**src/rtl/debug_cmd_if.sv**
```systemverilog
// debug_cmd_if: host command handshake between the debug command decoder and the run controller.
// Ports: CMD_VALID/CMD_OP/CMD_COUNT from host, CMD_READY back to host.
interface debug_cmd_if #(
  parameter int CNT_W = 8
);
  logic             CMD_VALID;
  logic [1:0]       CMD_OP;
  logic [CNT_W-1:0] CMD_COUNT;
  logic             CMD_READY;
  modport master (output CMD_VALID, CMD_OP, CMD_COUNT, input CMD_READY);
  modport slave  (input CMD_VALID, CMD_OP, CMD_COUNT, output CMD_READY);
endinterface

```
**src/rtl/debug_run_controller.sv**
```systemverilog
// debug_run_controller: sequences HALT/RUN/STEP(n) and a PC breakpoint onto the phase decoder debug interface.
// Ports: CLK, RESET (async, active-high); cmd (host command handshake);
//   BP_WE/BP_ADDR_IN/BP_EN_IN breakpoint load; PC/FETCH observed program flow;
//   STOPPED/DEBUG_ACTIVE/DEBUG_STEP_ACK decoder status; DEBUG_STOPX/DEBUG_STEP_REQ decoder control;
//   HALTED/DONE/BREAK_HIT/STEP_ERR/CMD_ERR/STEPS_LEFT status to host. All outputs registered.
module debug_run_controller #(
  parameter int CNT_W        = 8,
  parameter int ADDR_W       = 16,
  parameter int ACK_TIMEOUT  = 63,
  parameter int RESET_HALTED = 1
) (
  input  logic              CLK,
  input  logic              RESET,
  debug_cmd_if.slave        cmd,
  input  logic              BP_WE,
  input  logic [ADDR_W-1:0] BP_ADDR_IN,
  input  logic              BP_EN_IN,
  input  logic [ADDR_W-1:0] PC,
  input  logic              FETCH,
  input  logic              STOPPED,
  input  logic              DEBUG_ACTIVE,
  input  logic              DEBUG_STEP_ACK,
  output logic              DEBUG_STOPX,
  output logic              DEBUG_STEP_REQ,
  output logic              HALTED,
  output logic              DONE,
  output logic              BREAK_HIT,
  output logic              STEP_ERR,
  output logic              CMD_ERR,
  output logic [CNT_W-1:0]  STEPS_LEFT
);
  typedef enum logic [2:0] {S_RUN, S_STOPPING, S_HALTED, S_STEP_REQ, S_STEP_REL} state_t;
  localparam state_t S_RST = (RESET_HALTED != 0) ? S_STOPPING : S_RUN;
  localparam int TW = (ACK_TIMEOUT < 1) ? 1 : $clog2(ACK_TIMEOUT + 1);
  localparam logic [1:0] OP_HALT = 2'b01, OP_RUN = 2'b10, OP_STEP = 2'b11;
  state_t            state_q, state_d;
  logic [TW-1:0]     tmr_q, tmr_d, tmr_inc;
  logic [CNT_W-1:0]  steps_q, steps_d;
  logic [ADDR_W-1:0] bp_addr_q, bp_addr_d;
  logic              bp_en_q, bp_en_d;
  logic              stopx_q, stopx_d, req_q, req_d, halted_q, halted_d, done_q, done_d;
  logic              brk_q, brk_d, serr_q, serr_d, cerr_q, cerr_d, ready_q, ready_d;
  logic              acc, parked, bp_hit, halt_acc, run_acc, step_acc;
  assign acc      = cmd.CMD_VALID & ready_q;
  assign halt_acc = acc & (cmd.CMD_OP == OP_HALT);
  assign run_acc  = acc & (cmd.CMD_OP == OP_RUN);
  assign step_acc = acc & (cmd.CMD_OP == OP_STEP);
  assign parked   = STOPPED & DEBUG_ACTIVE & ~DEBUG_STEP_ACK;
  assign bp_hit   = FETCH & bp_en_q & (PC == bp_addr_q);
  assign tmr_inc  = tmr_q + 1'b1;
  always_comb begin
    state_d   = state_q;
    tmr_d     = tmr_q;
    steps_d   = steps_q;
    brk_d     = brk_q;
    serr_d    = serr_q;
    cerr_d    = 1'b0;
    bp_addr_d = BP_WE ? BP_ADDR_IN : bp_addr_q;
    bp_en_d   = BP_WE ? BP_EN_IN : bp_en_q;
    case (state_q)
      S_RUN: begin
        // a HALT racing a breakpoint match still reports the breakpoint
        brk_d   = brk_q | bp_hit;
        state_d = (bp_hit | halt_acc) ? S_STOPPING : S_RUN;
        cerr_d  = step_acc;
      end
      S_STOPPING: state_d = parked ? S_HALTED : S_STOPPING;
      S_HALTED: begin
        if (run_acc | step_acc) begin
          brk_d  = 1'b0;
          serr_d = 1'b0;
        end
        if (run_acc) state_d = S_RUN;
        if (step_acc) begin
          state_d = S_STEP_REQ;
          steps_d = (cmd.CMD_COUNT == '0) ? CNT_W'(1) : cmd.CMD_COUNT;
          tmr_d   = '0;
        end
      end
      S_STEP_REQ: begin
        // REQ is held for exactly ACK_TIMEOUT cycles when no ACK arrives
        if (DEBUG_STEP_ACK) state_d = S_STEP_REL;
        else if (tmr_inc == TW'(ACK_TIMEOUT)) begin
          state_d = S_STOPPING;
          serr_d  = 1'b1;
          steps_d = '0;
        end else tmr_d = tmr_inc;
      end
      S_STEP_REL: begin
        if (!DEBUG_STEP_ACK) begin
          steps_d = steps_q - 1'b1;
          state_d = (steps_d == '0) ? S_HALTED : S_STEP_REQ;
          tmr_d   = '0;
        end
      end
      default: state_d = S_STOPPING;
    endcase
    // outputs are registered from the next state so they move on the same edge as the FSM
    stopx_d  = state_d != S_RUN;
    req_d    = state_d == S_STEP_REQ;
    halted_d = state_d == S_HALTED;
    ready_d  = (state_d == S_RUN) | (state_d == S_HALTED);
    done_d   = halted_d & ((state_q != S_HALTED) | halt_acc);
  end
  always_ff @(posedge CLK or posedge RESET) begin
    if (RESET) begin
      state_q   <= S_RST;
      tmr_q     <= '0;
      steps_q   <= '0;
      bp_addr_q <= '0;
      bp_en_q   <= 1'b0;
      stopx_q   <= RESET_HALTED != 0;
      req_q     <= 1'b0;
      halted_q  <= 1'b0;
      done_q    <= 1'b0;
      brk_q     <= 1'b0;
      serr_q    <= 1'b0;
      cerr_q    <= 1'b0;
      ready_q   <= 1'b0;
    end else begin
      state_q   <= state_d;
      tmr_q     <= tmr_d;
      steps_q   <= steps_d;
      bp_addr_q <= bp_addr_d;
      bp_en_q   <= bp_en_d;
      stopx_q   <= stopx_d;
      req_q     <= req_d;
      halted_q  <= halted_d;
      done_q    <= done_d;
      brk_q     <= brk_d;
      serr_q    <= serr_d;
      cerr_q    <= cerr_d;
      ready_q   <= ready_d;
    end
  end
  assign cmd.CMD_READY  = ready_q;
  assign DEBUG_STOPX    = stopx_q;
  assign DEBUG_STEP_REQ = req_q;
  assign HALTED         = halted_q;
  assign DONE           = done_q;
  assign BREAK_HIT      = brk_q;
  assign STEP_ERR       = serr_q;
  assign CMD_ERR        = cerr_q;
  assign STEPS_LEFT     = steps_q;
endmodule

```
**src/flat_wrapper.sv**
```systemverilog
// flat-port wrapper written by rule: the top's interface ports become plain ports
module debug_run_controller_flat 
#(
  parameter int CNT_W        = 8,
  parameter int ADDR_W       = 16,
  parameter int ACK_TIMEOUT  = 63,
  parameter int RESET_HALTED = 1
)
  (CLK, RESET, BP_WE, BP_ADDR_IN, BP_EN_IN, PC, FETCH, STOPPED, DEBUG_ACTIVE, DEBUG_STEP_ACK, DEBUG_STOPX, DEBUG_STEP_REQ, HALTED, DONE, BREAK_HIT, STEP_ERR, CMD_ERR, STEPS_LEFT, cmd_CMD_VALID, cmd_CMD_OP, cmd_CMD_COUNT, cmd_CMD_READY);
  debug_cmd_if #(.CNT_W(CNT_W)) cmd_i ();
  input  logic CLK;
  input  logic RESET;
  input  logic BP_WE;
  input  logic [ADDR_W-1:0] BP_ADDR_IN;
  input  logic BP_EN_IN;
  input  logic [ADDR_W-1:0] PC;
  input  logic FETCH;
  input  logic STOPPED;
  input  logic DEBUG_ACTIVE;
  input  logic DEBUG_STEP_ACK;
  output logic DEBUG_STOPX;
  output logic DEBUG_STEP_REQ;
  output logic HALTED;
  output logic DONE;
  output logic BREAK_HIT;
  output logic STEP_ERR;
  output logic CMD_ERR;
  output logic [CNT_W-1:0] STEPS_LEFT;
  input wire logic [$bits(cmd_i.CMD_VALID)-1:0] cmd_CMD_VALID;
  input wire logic [$bits(cmd_i.CMD_OP)-1:0] cmd_CMD_OP;
  input wire logic [$bits(cmd_i.CMD_COUNT)-1:0] cmd_CMD_COUNT;
  output wire logic [$bits(cmd_i.CMD_READY)-1:0] cmd_CMD_READY;
  assign cmd_i.CMD_VALID = cmd_CMD_VALID;
  assign cmd_i.CMD_OP = cmd_CMD_OP;
  assign cmd_i.CMD_COUNT = cmd_CMD_COUNT;
  assign cmd_CMD_READY = cmd_i.CMD_READY;
  debug_run_controller #(.CNT_W(CNT_W), .ADDR_W(ADDR_W), .ACK_TIMEOUT(ACK_TIMEOUT), .RESET_HALTED(RESET_HALTED)) u_core (.CLK(CLK), .RESET(RESET), .cmd(cmd_i), .BP_WE(BP_WE), .BP_ADDR_IN(BP_ADDR_IN), .BP_EN_IN(BP_EN_IN), .PC(PC), .FETCH(FETCH), .STOPPED(STOPPED), .DEBUG_ACTIVE(DEBUG_ACTIVE), .DEBUG_STEP_ACK(DEBUG_STEP_ACK), .DEBUG_STOPX(DEBUG_STOPX), .DEBUG_STEP_REQ(DEBUG_STEP_REQ), .HALTED(HALTED), .DONE(DONE), .BREAK_HIT(BREAK_HIT), .STEP_ERR(STEP_ERR), .CMD_ERR(CMD_ERR), .STEPS_LEFT(STEPS_LEFT));
endmodule
```
**config.mk**
```make
export PLATFORM = sky130hd
export DESIGN_NAME = debug_run_controller_flat
export DESIGN_NICKNAME = d
export VERILOG_FILES = /design/src/rtl/debug_cmd_if.sv /design/src/rtl/debug_run_controller.sv /design/src/flat_wrapper.sv
export SDC_FILE = /design/constraint.sdc
export NUM_CORES = 1
export LEC_CHECK = 0
export ABC_CLOCK_PERIOD_IN_PS = 2100
export CAP_MARGIN = 20
export CORE_MARGIN = 4
export CORE_UTILIZATION = 43
export DETAILED_ROUTE_END_ITERATION = 10
export PLACE_DENSITY = 0.76
export SLEW_MARGIN = 10
export SYNTH_ARGS = -nofsm -noshare
export SYNTH_HDL_FRONTEND = slang
export SYNTH_SLANG_ARGS = --single-unit
export TNS_END_PERCENT = 50
```
**constraint.sdc**
```tcl
create_clock -name CLK -period 2.1 [get_ports CLK]
set_clock_uncertainty 0.05 [all_clocks]
set_input_delay 0.315 -clock CLK [delete_from_list [all_inputs] [get_ports CLK]]
set_output_delay 0.315 -clock CLK [all_outputs]
set_load 0.05 [all_outputs]
```
==> flow_summary.ini <==
[logic_synthesis]
synth.area.top_cells = dfrtp_1 (43%), mux2_2 (8.3%), xnor2_1 (4.9%)
synth_edf_count = 0
synthArstFlopShare = 1.000
synth_top_cell_area_share = 0.4341
syn_nets = 269
synth-xor-area-share = 0.07976
ys_seq_area_frac = 0.4569
syn_avg_cell_area_sq_um = 10.78
synth_compound_area_frac = 0.1584
post_synth_instance_area_sq_um = 2306
ys_ff_latch = 42
synth_area_leader_cell = dfrtp_1
synth_fa_ha_area_frac = 0.02170
synth_top_family_by_area = simple AND/OR/NAND/NOR gates
ys_warn_count = 0
synthMuxAreaShare = 0.08736
ys_types = 56
synth-main-ff-cell = dfrtp_1
synthSimpleGateAreaFrac = 0.1660
synthCells = 214

[drt]
drc = 0
drt-initial-drc-count = 78
routed-via-count = 1999
dr_wl_met3_um = 454
vias_per_cell = 5.261
detail_route.first_pass.iterations = 6
wl_met1_um = 2242
wl_met2_um = 2693
wl_per_cell_um = 14.32
final_antenna_net_count = 0
wirelength_um = 5441
highest_layer = met4

[flow_run]
cap_violations = 0

[clocking]
clock_latency_ps = 300
cts_buffers = 5
clkTransAtPathRegs_ps = 90
h-tree-depth = 2
cts.root.buffer_cell = clkbuf_8
clk_path_buf_depth = 2
clock-sinks = 42
cts_tree = done

[final_layout]
n_antenna_cell = 0
area_delta_synth_final_pct = 48.02
drive_gt1_frac = 0.2548
fillCellCount = 433
final_nets = 364

[worst_setup_path]
path_cells = clkdlybuf4s50_1
max_stage_delay_ps = 880
reg2reg_slack_ps = 90
critPathTopFamily = buffers and inverters
cp_data_arrival_time_ps = 1680
cp_slowest_cell = clkdlybuf4s50_1
r2r_cells = 8
path_class = register to output pin
critPathRequiredTime_ps = 1740
path_buf_inv = 1
crit_cells = 1
crit_fanout = 6
end_kind = output pin
critPathLaunchType = register

[global_route]
antenna_found_initial = 0
grt_pass1_wl_um = 9397
grt_max_degree = 43
overflow = 0
grt_use_total = 0.1832
first_global_vias = 2104

[die]
pin_count = 67
num_rows = 26
dieWidth_um = 81.23
dieArea_sq_um = 6598
initial_core_util = 0.4486
chipHeight_um = 81.23
core_sq_um = 5140

[timing]
setup_viol = 0
finalCritPeriodShare = 0.9747
rsz0062_at_grt = yes
fmax_mhz = 488.6
worst_pin_slew_ps = 515.9
hold_violations = 0
tns_ps = 0
slew-limit-headroom = 0.6550
fin_crit_ps = 2047
drv_slew = 0

[outcome]
outcome = completed

[power_and_ir_drop]
power_leakage_nw = 1.456
peakVddDrop_mv = 0.5732
power.density_nw_per_um2 = 935.5
p_total_mw = 3.193

[place]
post-dp-hpwl_um = 4220
routabilityCongestion = 0.8181
portBuffers = 66

[min_path]
min_path_type = input port to asynchronous set/reset pin
-- metrics by stage --
step	hold slack [ps]	util	instances	cell area, sq um	setup slack [ps]
2_1_floorplan	372.9	-	214	2337	-49.92
3_3_place_gp	446.4	0.6346	370	3262	-24.14
3_5_place_dp	455.6	0.6346	370	3262	-79.40
4_1_cts	352.4	0.6590	380	3387	41.38
5_1_grt	369.6	0.6641	380	3413	-20.25
6_report	341.5	0.6641	380	3413	53.19
-- layer usage --
metal / vias to the layer above / global-route usage
li1: 975 / -
met1: 956 / 0.2110
met2: 62 / 0.3227
met3: 6 / 0.06319
met4: 0 / 0.04899
met5: - / 0
-- path summary, 6_finish.rpt --
check,start,end
max,u_core.STEPS_LEFT[2],STEPS_LEFT[2]
min,RESET,u_core.CMD_ERR
max reg2reg,u_core.STEPS_LEFT[1],u_core.DEBUG_STOPX
min reg2reg,u_core.bp_en_q,u_core.bp_en_q
max in group asynchronous,RESET,u_core.state_q[0]
min in group CLK,u_core.bp_en_q,u_core.bp_en_q
-- report_power, final --
part           switching [mW]  total (mW)  internal [mW]
combinational           0.755        1.41          0.654
clock                   0.279       0.634          0.355
sequential              0.173        1.15          0.977
-- final cells by class --
type                    count  area [sq um]  area share
flip-flops and latches     42          1056      0.3094
well taps                  70         87.58     0.02566
multi-input cells         158          1236      0.3622
inverters                   6         25.02    0.007331
clock inverters             2         37.54     0.01100
clock buffers               6         72.57     0.02126
repair buffers             96         898.4      0.2632
-- cell families (layout without fill, tap and decap cells) --
family | after synthesis | after routing
DFF | 42 | 42
AOI/OAI and AO/OA | 51 | 51
adders and majority gates | 4 | 4
buffers and inverters | 14 | 110
xor gates and xnor gates | 21 | 21
muxes | 18 | 18
and+or+nand+nor | 64 | 64
-- cells in the mapped netlist (2+ instances only) --
cell and number:
dfstp_2 2, or4_1 2, clkbuf_1 3, a31oi_1 2, a22o_1 2, nand3_1 7, o2bb2ai_1 4, nor3_1 7
mux2_2 17, and3_1 2, nor3b_1 4, dfrtp_1 40, ha_1 4, and2b_2 2, nand4_1 4, nor2_1 14
a21oi_1 12, nor4b_1 2, xnor2_1 13, nor4_1 4, xor2_1 8, o31ai_1 2, a211oi_1 2, nand2_1 5
o21ai_0 14, inv_1 6
-- state kept, by name, indices dropped and copies added, names as in the netlist --
register and count:
u_core.BREAK_HIT 1, u_core.CMD_ERR 1, u_core.DEBUG_STEP_REQ 1, u_core.DEBUG_STOPX 1, u_core.DONE 1, u_core.HALTED 1, u_core.STEPS_LEFT 8, u_core.STEP_ERR 1
u_core.bp_addr_q 16, u_core.bp_en_q 1, u_core.cmd.CMD_READY 1, u_core.state_q 3, u_core.tmr_q 6
-- worst register-to-register path: stages (launching register included) --
cell and delay [ps]:
dfrtp_2 430, inv_4 80, ha_4 130, buf_4 120, xnor2_2 100, nand4b_1 120, a211oi_2 300, o31ai_2 100
or4b_1 510
-- placed cells by master, fill, tap and decap left out, types with 3 or more instances in the layout --
master           instances
o2bb2ai_1                4
nor2_1                  14
clkbuf_8                 5
dfrtp_1                 38
ha_1                     3
xor2_1                   8
nand3_1                  7
a21oi_1                 12
inv_1                    4
nand2_1                  5
buf_4                   29
clkdlybuf4s50_1         66
nand4_1                  4
mux2_2                  17
xnor2_1                 12
o21ai_0                 14
nor3_1                   7
nor4_1                   4
-- timing repair --
item                                    CTS  global route
gates resized for setup                   0             5
endpoints found under the setup margin    2             4
buffers inserted                          2             1
endpoints found under the hold margin     0             0
pin swaps                                 0             4
hold buffers                              0             0
Power figures use the tool's default switching activity.
